--- src/rtl/cv32e40x_xif_pkg.sv ---
// CV32E40X eXtension interface memory-channel types.
// Only the memory request/response/result structs are needed by the vector
// coprocessor's load/store unit, so the package is trimmed to those.
//   x_mem_req_t    : coprocessor -> core memory request
//   x_mem_resp_t   : core -> coprocessor request response
//   x_mem_result_t : core -> coprocessor memory result (read data)
package cv32e40x_xif_pkg;

    localparam int unsigned X_ID_WIDTH  = 4;
    localparam int unsigned X_MEM_WIDTH = 32;

    typedef struct packed {
        logic [X_ID_WIDTH-1:0]    id;
        logic [31:0]              addr;
        logic [1:0]               mode;
        logic                     we;
        logic [2:0]               size;
        logic [X_MEM_WIDTH/8-1:0] be;
        logic [1:0]               attr;
        logic [X_MEM_WIDTH-1:0]   wdata;
        logic                     last;
        logic                     spec;
    } x_mem_req_t;

    typedef struct packed {
        logic       exc;
        logic [5:0] exccode;
        logic       dbg;
    } x_mem_resp_t;

    typedef struct packed {
        logic [X_ID_WIDTH-1:0]  id;
        logic [X_MEM_WIDTH-1:0] rdata;
        logic                   err;
        logic                   dbg;
    } x_mem_result_t;

endpackage

--- src/rtl/vector_pkg.sv ---
// Shared definitions for the vector coprocessor: load/store unit state
// encoding, the word-count derivation and the X-interface word size code.
package vector_pkg;

    localparam logic [2:0] MEM_SIZE_WORD = 3'b010;

    typedef enum logic [1:0] {
        LSU_IDLE,
        LSU_REQ,
        LSU_WAIT_RES,
        LSU_DONE
    } lsu_state_e;

    // Number of 32-bit memory words making up one vector register.
    function automatic int unsigned num_words(input int unsigned vlen);
        return vlen / 32;
    endfunction

endpackage

--- src/rtl/vector_lsu.sv ---
// Vector load/store unit: moves one VLEN-bit vector register to/from memory
// as NUM_WORDS sequential 32-bit transactions on the X-interface memory
// channel, with exactly one transaction outstanding at a time.
//
// Ports:
//   clk_i, rst_ni              clock, asynchronous active-low reset
//   start_load_i/start_store_i one-cycle start pulses (load wins if both)
//   base_addr_i, store_data_i, id_i  operands sampled on an accepted start
//   load_data_o                assembled load vector
//   done_o                     one-cycle completion pulse
//   xif_mem_*                  X-interface memory request/result channel
//
// state        | meaning
// -------------+-----------------------------------------------------
// LSU_IDLE     | waiting for a start pulse
// LSU_REQ      | presenting word request, held until ready
// LSU_WAIT_RES | request accepted, waiting for its result
// LSU_DONE     | transfer complete, done_o pulses for this cycle
module vector_lsu
    import vector_pkg::*;
#(
    parameter int unsigned VLEN       = 256,
    parameter int unsigned X_ID_WIDTH = 4
) (
    input  logic                           clk_i,
    input  logic                           rst_ni,
    input  logic                           start_load_i,
    input  logic                           start_store_i,
    input  logic [31:0]                    base_addr_i,
    input  logic [VLEN-1:0]                store_data_i,
    output logic [VLEN-1:0]                load_data_o,
    output logic                           done_o,
    input  logic [X_ID_WIDTH-1:0]          id_i,
    output logic                           xif_mem_valid_o,
    input  logic                           xif_mem_ready_i,
    output cv32e40x_xif_pkg::x_mem_req_t   xif_mem_req_o,
    input  cv32e40x_xif_pkg::x_mem_resp_t  xif_mem_resp_i,
    input  logic                           xif_mem_result_valid_i,
    input  cv32e40x_xif_pkg::x_mem_result_t xif_mem_result_i
);

    localparam int unsigned NUM_WORDS = num_words(VLEN);
    localparam int unsigned CNT_W     = (NUM_WORDS > 1) ? $clog2(NUM_WORDS) : 1;
    localparam logic [CNT_W-1:0] LAST_CNT = CNT_W'(NUM_WORDS - 1);

    lsu_state_e        state_q, state_d;
    logic [CNT_W-1:0]  cnt_q, cnt_d;
    logic [31:0]       base_q;
    logic [VLEN-1:0]   wdata_q;
    logic [X_ID_WIDTH-1:0] id_q;
    logic              is_load_q;
    logic [VLEN-1:0]   load_data_q;
    logic [31:0]       word_wdata;
    logic              start;

    // Response and result sideband are deliberately not acted on.
    logic unused_xif;
    assign unused_xif = ^{xif_mem_resp_i, xif_mem_result_i.id,
                          xif_mem_result_i.err, xif_mem_result_i.dbg};

    assign start = start_load_i | start_store_i;

    always_ff @(posedge clk_i or negedge rst_ni) begin
        if (!rst_ni) begin
            state_q     <= LSU_IDLE;
            cnt_q       <= '0;
            base_q      <= '0;
            wdata_q     <= '0;
            id_q        <= '0;
            is_load_q   <= 1'b0;
            load_data_q <= '0;
        end else begin
            state_q <= state_d;
            cnt_q   <= cnt_d;
            if (state_q == LSU_IDLE && start) begin
                base_q    <= base_addr_i;
                wdata_q   <= store_data_i;
                id_q      <= id_i;
                is_load_q <= start_load_i;
            end
            if (state_q == LSU_WAIT_RES && xif_mem_result_valid_i && is_load_q) begin
                for (int w = 0; w < NUM_WORDS; w++) begin
                    if (cnt_q == CNT_W'(w)) begin
                        load_data_q[32*w +: 32] <= xif_mem_result_i.rdata;
                    end
                end
            end
        end
    end

    always_comb begin
        word_wdata = '0;
        for (int w = 0; w < NUM_WORDS; w++) begin
            if (cnt_q == CNT_W'(w)) begin
                word_wdata = wdata_q[32*w +: 32];
            end
        end
    end

    always_comb begin
        state_d         = state_q;
        cnt_d           = cnt_q;
        xif_mem_valid_o = 1'b0;
        done_o          = 1'b0;

        xif_mem_req_o       = '0;
        xif_mem_req_o.id    = id_q;
        xif_mem_req_o.addr  = base_q + (32'(cnt_q) << 2);
        xif_mem_req_o.mode  = 2'b11;
        xif_mem_req_o.we    = ~is_load_q;
        xif_mem_req_o.size  = MEM_SIZE_WORD;
        xif_mem_req_o.be    = 4'hF;
        xif_mem_req_o.wdata = word_wdata;
        xif_mem_req_o.last  = (cnt_q == LAST_CNT);

        unique case (state_q)
            LSU_IDLE: begin
                if (start) begin
                    cnt_d   = '0;
                    state_d = LSU_REQ;
                end
            end
            LSU_REQ: begin
                xif_mem_valid_o = 1'b1;
                if (xif_mem_ready_i) begin
                    state_d = LSU_WAIT_RES;
                end
            end
            LSU_WAIT_RES: begin
                if (xif_mem_result_valid_i) begin
                    if (cnt_q == LAST_CNT) begin
                        state_d = LSU_DONE;
                    end else begin
                        cnt_d   = cnt_q + 1'b1;
                        state_d = LSU_REQ;
                    end
                end
            end
            LSU_DONE: begin
                done_o  = 1'b1;
                state_d = LSU_IDLE;
            end
            default: state_d = LSU_IDLE;
        endcase
    end

    assign load_data_o = load_data_q;

endmodule

--- config.mk ---
export PLATFORM = sky130hd
export DESIGN_NAME = vector_lsu
export DESIGN_NICKNAME = d
export VERILOG_FILES = /design/src/rtl/cv32e40x_xif_pkg.sv /design/src/rtl/vector_pkg.sv /design/src/rtl/vector_lsu.sv
export SDC_FILE = /design/constraint.sdc
export NUM_CORES = 1
export LEC_CHECK = 0
export CORE_AREA = 2 2 269 271
export CTS_CLUSTER_DIAMETER = 40
export CTS_CLUSTER_SIZE = 24
export DETAILED_ROUTE_END_ITERATION = 16
export DIE_AREA = 0 0 271 273
export GPL_TIMING_DRIVEN = 0
export PLACE_DENSITY_LB_ADDON = 0.15
export SLEW_MARGIN = 20
export SYNTH_ARGS = -nofsm -noshare
export SYNTH_HDL_FRONTEND = slang
export SYNTH_SLANG_ARGS = --single-unit
--- constraint.sdc ---
create_clock -name clk_i -period 3.7 [get_ports clk_i]
set_clock_uncertainty 0.2 [all_clocks]
set_input_delay 0.74 -clock clk_i [delete_from_list [all_inputs] [get_ports clk_i]]
set_output_delay 0.74 -clock clk_i [all_outputs]
set_load 0.05 [all_outputs]
Yosys cells after proc, flatten, opt, wreduce, memory -nomap -nowiden
Index checks and enable logic that the tools add are counted.

storage, ports and cells
  input port bits = 344
  word-level logic and storage cells = 67
  register bits = 554
  output and inout port bits = 340

cells by class
  add/sub/neg operators = 2
  bitwise gates (word level) = 2
  reductions and logical operators = 16
  eq/ne operators = 14
  mux-type cells = 19

operators by type and width
  cell                                                             count
  32-bit 2-to-1 mux                                                8
  32-bit by 5-bit adder with 32-bit output                         1
  2-bit AND reduction                                              8
  3-bit == test, second input constant                             4
  3-bit 2-to-1 mux                                                 3
  2-bit 2-to-1 mux                                                 4
  2-bit inequality test, second input constant                     4
  2-bit one-hot mux with 4 select lines                            1
  3-bit by 2-bit == test with 1-bit output, second input constant  2
  3-bit one-hot mux with 2 select lines                            1
  2-bit == test, second input constant                             2
  4-bit AND reduction                                              1
  3-bit by 1-bit adder with 3-bit output, second input constant    1
  3-bit by 1-bit == test with 1-bit output, second input constant  1
  1-bit logical AND                                                3
  3-bit zero test                                                  1
  3-bit AND reduction                                              1
  2-bit by 1-bit == test with 1-bit output, second input constant  1
  2-bit zero test                                                  1
  1-bit 2-to-1 mux                                                 2
  2-bit nonzero test                                               1
  1-bit NOT                                                        1
  1-bit bitwise OR                                                 1

Logic depth before layout (Yosys ltp)
Gate-level depths: netlist of the first run.

  word-level depth = 9
  mapped depth = 9

Worst setup path after synthesis of the first run
OpenSTA, ideal clock, no wires.

  path type = reg-to-output
  from = register cnt_q[0]
  to = output xif_mem_req_o[10] (netlist name)
  stages on the path, launching flop included = 8
  buffers on the path = 1
  arrival = 2.617 ns
  slack = 0.143 ns
  data required time = 2.760 ns
  cell sequence = dfrtp_1 -> ha_1 -> ha_1 -> inv_1 -> nand3_1 -> clkbuf_1 -> o22ai_1 -> a21oi_1

RTL lines
  what                    RTL line          RTL
  from (decl)             vector_lsu.sv:47  logic [CNT_W-1:0] cnt_q, cnt_d;
  from (signal assigned)  vector_lsu.sv:74  cnt_q <= cnt_d;
  to (decl)               vector_lsu.sv:36  output cv32e40x_xif_pkg::x_mem_req_t xif_mem_req_o,

==> qor.yml, run 1 <==
outcome:
  outcome: "complete, but fails checks"
  violations: "negative setup slack"
synthesis:
  netlist.area_leader.share: 0.5847
  yosys_warnings: 0
  synthArstFlopShare: 1.000
  syn_area_mm2: 0.02371
  syn_inst: 1739
  avgSynthCellArea_um2: 13.64
  synth_area_leader_cell: "dfrtp_1"
  ys_seq_elements: 554
  synth_edf_count: 0
  synth-seq-area-share: 0.5847
  synth_flop_cell: "dfrtp_1"
  synth_area_leaders: "dfrtp_1 (58%), mux2_2 (23%), a21oi_1 (2.0%)"
  synth_cell_types: 49
grt:
  grt_pass1_wl_mm: 124.2
  grt_max_degree: 94
  track_usage: 0.2243
  antenna_found_initial: 37
  grt_pass1_vias: 19280
  grt-ovfl-total: 0
routing:
  drtIter0Drc: 784
  via_count: 17650
  wl_per_cell_um: 23.55
  first_pass_iters: 5
  routed_via_density: 4.930
  ant_nets: 0
  wirelength_mm: 84.33
  drc: 0
finish:
  seqCellArea_mm2: 0.01387
  final_common_cell: "clkdlybuf4s50_1"
  layout-drive-gt1-share: 0.3558
  nFillCells: 6126
  nNetsFinal: 2886
  multi_input_area_mm2: 0.009298
  final_cell_mix: "clkdlybuf4s50_1 (595), dfrtp_1 (551), mux2_2 (475)"
  syn_to_final_growth_pct: 52.10
  fin_area_mm2: 0.03606
die:
  dieWidth_um: 271
  rows: 98
  core_area_mm2: 0.07100
  start_util: 0.3340
  fp.dieH_um: 273
  pin_count: 684
  die-area_mm2: 0.07398
setup_path:
  cpPeakStageDelay_ps: 440
  path_cells: "ha_4 -> ha_4 -> or2_1 -> buf_6 -> buf_6 -> a221o_1 -> a31o_1 -> a21oi_2 -> buf_6"
  slowest_stage: "dfrtp_2"
  crit_fanout: 10
  critPathKind: "flip-flop to primary output"
  cp.required_ps: 2760
  cp-start-kind: "flip-flop"
  cp.arrival_ps: 2890
  cp-end-kind: "primary output"
  crit_path_frequent_cell: "buf_6"
timing:
  max_slew_margin: 0.5167
  rsz0062_at_grt: "true"
  min_period_ps: 3825
  worstMarginPinSlew_ps: 724.9
  fin_ws_ps: -125.4
  tns_ps: -2567
  whs_ps: 281.2
  finalCritPeriodShare: 1.034
  fmax_mhz: 261.4
  hold_viol_final: 0
  setup_viol: 39
  final_max_slew_viol_count: 0
clock_tree:
  cts_root_buf: "clkbuf_16"
  ctsHtreeMaxLevel: 3
  cts.sinks: 554
  clkTransAtPathRegs_ps: 50
  cts_tree: "yes"
  insertion_delay_ps: 640
  clock_path_buffers: 3
  numCtsBuffers: 102
power_and_ir_drop:
  leakage_nw: 15.83
  power_density_mw_per_mm2: 923.5
  finalPower_w: 0.03330
  peakVddDrop_mv: 0.5591
placement:
  dpl_worst_slack_ps: -821.0
  io_buffers: 657
  place_congestion: 0.8398
  dp_hpwl_mm: 63.87
  placed_area_mm2: 0.03168
run:
  maxCapViolCount: 0
min_path:
  hp-class: "flip-flop to flip-flop"
## synth_stat cells, drive strengths merged, types with 3 or more instances
cell type,number
and4,3
nor2,13
nor4,9
a21oi,94
nand3b,34
and2,3
xnor2,7
buf,88
clkbuf,43
o22ai,31
o21ai,75
nand3,8
mux2,512
nor3,10
inv,44
and3,4
nand2,88
a221o,32
xor2,21
nand4,4
dfrtp,554
ha,9
a31o,31
nor2b,4
## per-stage QoR
stage | cells | util
floorplan | 1749 | -
global placement | 3356 | 0.4439
detailed placement | 3362 | 0.4463
CTS | 3559 | 0.5047
global route | 3577 | 0.5079
finish | 3580 | 0.5080
## cell type report
| cell class | instances | area share |
|---|---|---|
| Multi-Input combinational cell | 1020 | 0.2578 |
| Timing Repair Buffer | 682 | 0.1913 |
| Clock buffer | 123 | 0.07664 |
| Buffer | 128 | 0.02678 |
| Antenna cell | 13 | 0.0009020 |
| Clock inverter | 66 | 0.02442 |
| Tap cell | 950 | 0.03296 |
| Sequential cell | 554 | 0.3845 |
| Inverter | 44 | 0.004684 |
## what timing repair did
action                     4_1_cts  5_1_grt
hold endpoints to repair        60        0
pin swaps                       10       16
gates resized for setup        472       80
setup buffers                    7        9
cloned                           2        0
setup endpoints to repair       60       53
hold buffers                     1        0
## critical path, delay by kind of cell (launching register included)
family | cells | cell delay (ps)
AO/OA/AOI/OAI | 3 | 720
buffers and inverters | 3 | 480
AND/OR/NAND/NOR | 1 | 240
flip-flops | 1 | 440
adder cells (fa/ha/maj) | 2 | 360
## state kept, by name (all words and copies together), names as in the netlist
register,cells
id_q,4
is_load_q,1
wdata_q,256
state_q,2
base_q,32
cnt_q,3
load_data_o,256
## cells by family (layout without fill, tap and decap cells)
group / count (synthesis) / count (layout) / share of synthesized area
flops: 554 / 554 / 0.5847
mux: 512 / 512 / 0.2432
compound gates: 273 / 273 / 0.07229
simple gates: 185 / 185 / 0.04285
buf+inv: 175 / 1043 / 0.04079
xor+xnor: 28 / 28 / 0.01034
fa+ha+maj: 10 / 10 / 0.005593
other cells: 2 / 25 / 0.0003167
## worst paths after layout
path	start	end	slack [ps]	cells after the start
min reg2reg	load_data_o[29]	load_data_o[29]	280	1
max in group asynchronous	rst_ni	wdata_q[184]	1480	4
max	cnt_q[1]	xif_mem_req_o[28]	-130	9
min in group asynchronous	rst_ni	load_data_o[147]	460	2
min	load_data_o[29]	load_data_o[29]	280	1
max reg2reg	state_q[0]	wdata_q[163]	1090	5
## layer usage
metal / vias to the layer above / track usage / part of all wire / wire length (um)
met5: - / 0 / 0.0030 / 253
met4: 38 / 0.09887 / 0.038 / 3164
met3: 198 / 0.07152 / 0.074 / 6280
met2: 592 / 0.3906 / 0.50 / 42500
met1: 8951 / 0.2514 / 0.38 / 32130
li1: 7871 / - / - / -
## power breakdown
part	internal, W	switching (W)
logic	0.00581	0.00824
clock network	0.00643	0.00338
registers	0.00823	0.00122
Power figures use the tool's default switching activity.
==> run 2, diff against run 1 <==
SLEW_MARGIN = default   (was 20)
==> run 2 against run 1 <==
The flow still finishes with violations (negative setup slack). Clock power grew 7%. Maximum frequency shrank 0.14%. Hold slack is essentially flat. Sequential power is essentially flat. Critical path depth is the same. Cell count grew 0.36%. Register-to-register slack lost 80 ps. Routed wire length grew 0.42%. Utilization grew 0.45 points. Largest power group unchanged. Highest routed layer unchanged.
==> qor.yml, run 2 (synthesis gave the netlist of run 1 again) <==
clock_tree:
  cts_tree: "yes"
  ctsHtreeMaxLevel: 3
  insertion_delay_ps: 650
  clkTransAtPathRegs_ps: 50
  clock_path_buffers: 3
  numCtsBuffers: 105
  cts_root_buf: "clkbuf_16"
  cts.sinks: 554
run:
  maxCapViolCount: 0
routing:
  ant_nets: 0
  first_pass_iters: 5
  via_count: 17710
  routed_via_density: 4.929
  wl_per_cell_um: 23.57
  wirelength_mm: 84.68
  drc: 0
  drtIter0Drc: 766
die:
  rows: 98
  dieWidth_um: 271
  core_area_mm2: 0.07100
  fp.dieH_um: 273
  die-area_mm2: 0.07398
  pin_count: 684
  start_util: 0.3340
grt:
  grt-ovfl-total: 0
  track_usage: 0.2246
  antenna_found_initial: 35
  grt_pass1_wl_mm: 124.3
  grt_pass1_vias: 19230
  grt_max_degree: 118
placement:
  placed_area_mm2: 0.03166
  dp_hpwl_mm: 63.74
  place_congestion: 0.8398
  io_buffers: 657
  dpl_worst_slack_ps: -827.5
timing:
  fin_ws_ps: -130.7
  final_max_slew_viol_count: 0
  max_slew_margin: 0.5101
  finalCritPeriodShare: 1.035
  hold_viol_final: 0
  setup_viol: 40
  fmax_mhz: 261.1
  min_period_ps: 3831
  whs_ps: 281.4
  worstMarginPinSlew_ps: 734.8
  rsz0062_at_grt: "true"
finish:
  final_cell_mix: "clkdlybuf4s50_1 (595), dfrtp_1 (551), mux2_2 (475)"
  fin_area_mm2: 0.03638
  nNetsFinal: 2893
  final_util: 0.5125
  syn_to_final_growth_pct: 53.45
  final_common_cell: "clkdlybuf4s50_1"
  multi_input_area_mm2: 0.009310
  nFillCells: 6106
  layout-drive-gt1-share: 0.3576
  seqCellArea_mm2: 0.01387
setup_path:
  critPathKind: "flip-flop to primary output"
  startpoint: "cnt_q[1]"
  crit_fanout: 5
  rr_worst_depth: 5
  cp-start-kind: "flip-flop"
  r2r_start: "state_q[0]"
  cp.arrival_ps: 2890
  cp.required_ps: 2760
  cp-end-kind: "primary output"
outcome:
  violations: "negative setup slack"
  outcome: "complete, but fails checks"
min_path:
  min_from: "load_data_o[29]"
  hold_path_depth: 1
  hp-class: "flip-flop to flip-flop"
power_and_ir_drop:
  finalPower_w: 0.03399
  power_density_mw_per_mm2: 934.2
  leakage_nw: 15.99
  peakVddDrop_mv: 0.7406
==> run 2: cell count changes in the layout (fill, tap and decap cells not counted), sizes merged <==
cell           delta
diode             +4
clkdlybuf4s15     -2
bufinv            +8
clkinv            -5
clkinvlp          -3
buf               +3
dlygate4sd2       -1
inv              -10
dlymetal6s2s      +1
clkbuf           +18
==> run 2: final timing paths <==
path / end / slack (ps)
hold / removal: load_data_o[29] / 280
setup reg to reg: wdata_q[163] / 1010
hold reg to reg: load_data_o[29] / 280
max in group asynchronous: wdata_q[173] / 1180
min in group asynchronous: load_data_o[107] / 350
setup / recovery: xif_mem_req_o[2] / -130
==> run 2: power by group <==
part / switching [W] / internal [W]
Sequential: 0.00123 / 0.00823
Clock: 0.00331 / 0.00718
Combinational: 0.00823 / 0.00581
==> run 2: final cells by class <==
class / count / share of cell area
antenna: 17 / 0.001169
buffer: 129 / 0.02620
multi-input combinational: 1020 / 0.2559
tap: 950 / 0.03267
clock inverter: 56 / 0.02724
timing repair buffer: 685 / 0.1904
inverter: 44 / 0.004711
sequential: 554 / 0.3811
clock buffer: 138 / 0.08061
==> run 2: repair_timing <==
| item | 4_1_cts | 5_1_grt |
|---|---|---|
| setup endpoints to repair | 60 | 50 |
| endpoints found under the hold margin | 30 | 0 |
| gates cloned | 2 | 0 |
| pin swaps | 11 | 15 |
| hold buffers | 1 | 0 |
| gates resized for setup | 446 | 129 |
| buffers inserted | 8 | 12 |
==> run 2: metal layers <==
metal / part of all wire / up-vias / global-route usage
met5: 0.0027 / - / 0
met4: 0.031 / 32 / 0.08840
met3: 0.075 / 172 / 0.07346
met2: 0.51 / 605 / 0.3951
met1: 0.38 / 9035 / 0.2516
li1: - / 7865 / -
==> run 2: through the flow <==
stage                     TNS [ps]  instances
after floorplan                  0       1749
after global placement           -       3356
after detailed placement    -25140       3361
after CTS                    -8411       3566
after global routing         -7499       3588
final                        -2956       3593
==> run 2: critical path, cell delays in order, from the launching register on <==
cell and delay, ps:
dfrtp_2 450, ha_4 190, ha_4 180, or2_1 230, buf_6 150, buf_12 140
a221o_1 280, a31o_1 280, a21oi_2 170, buf_6 190
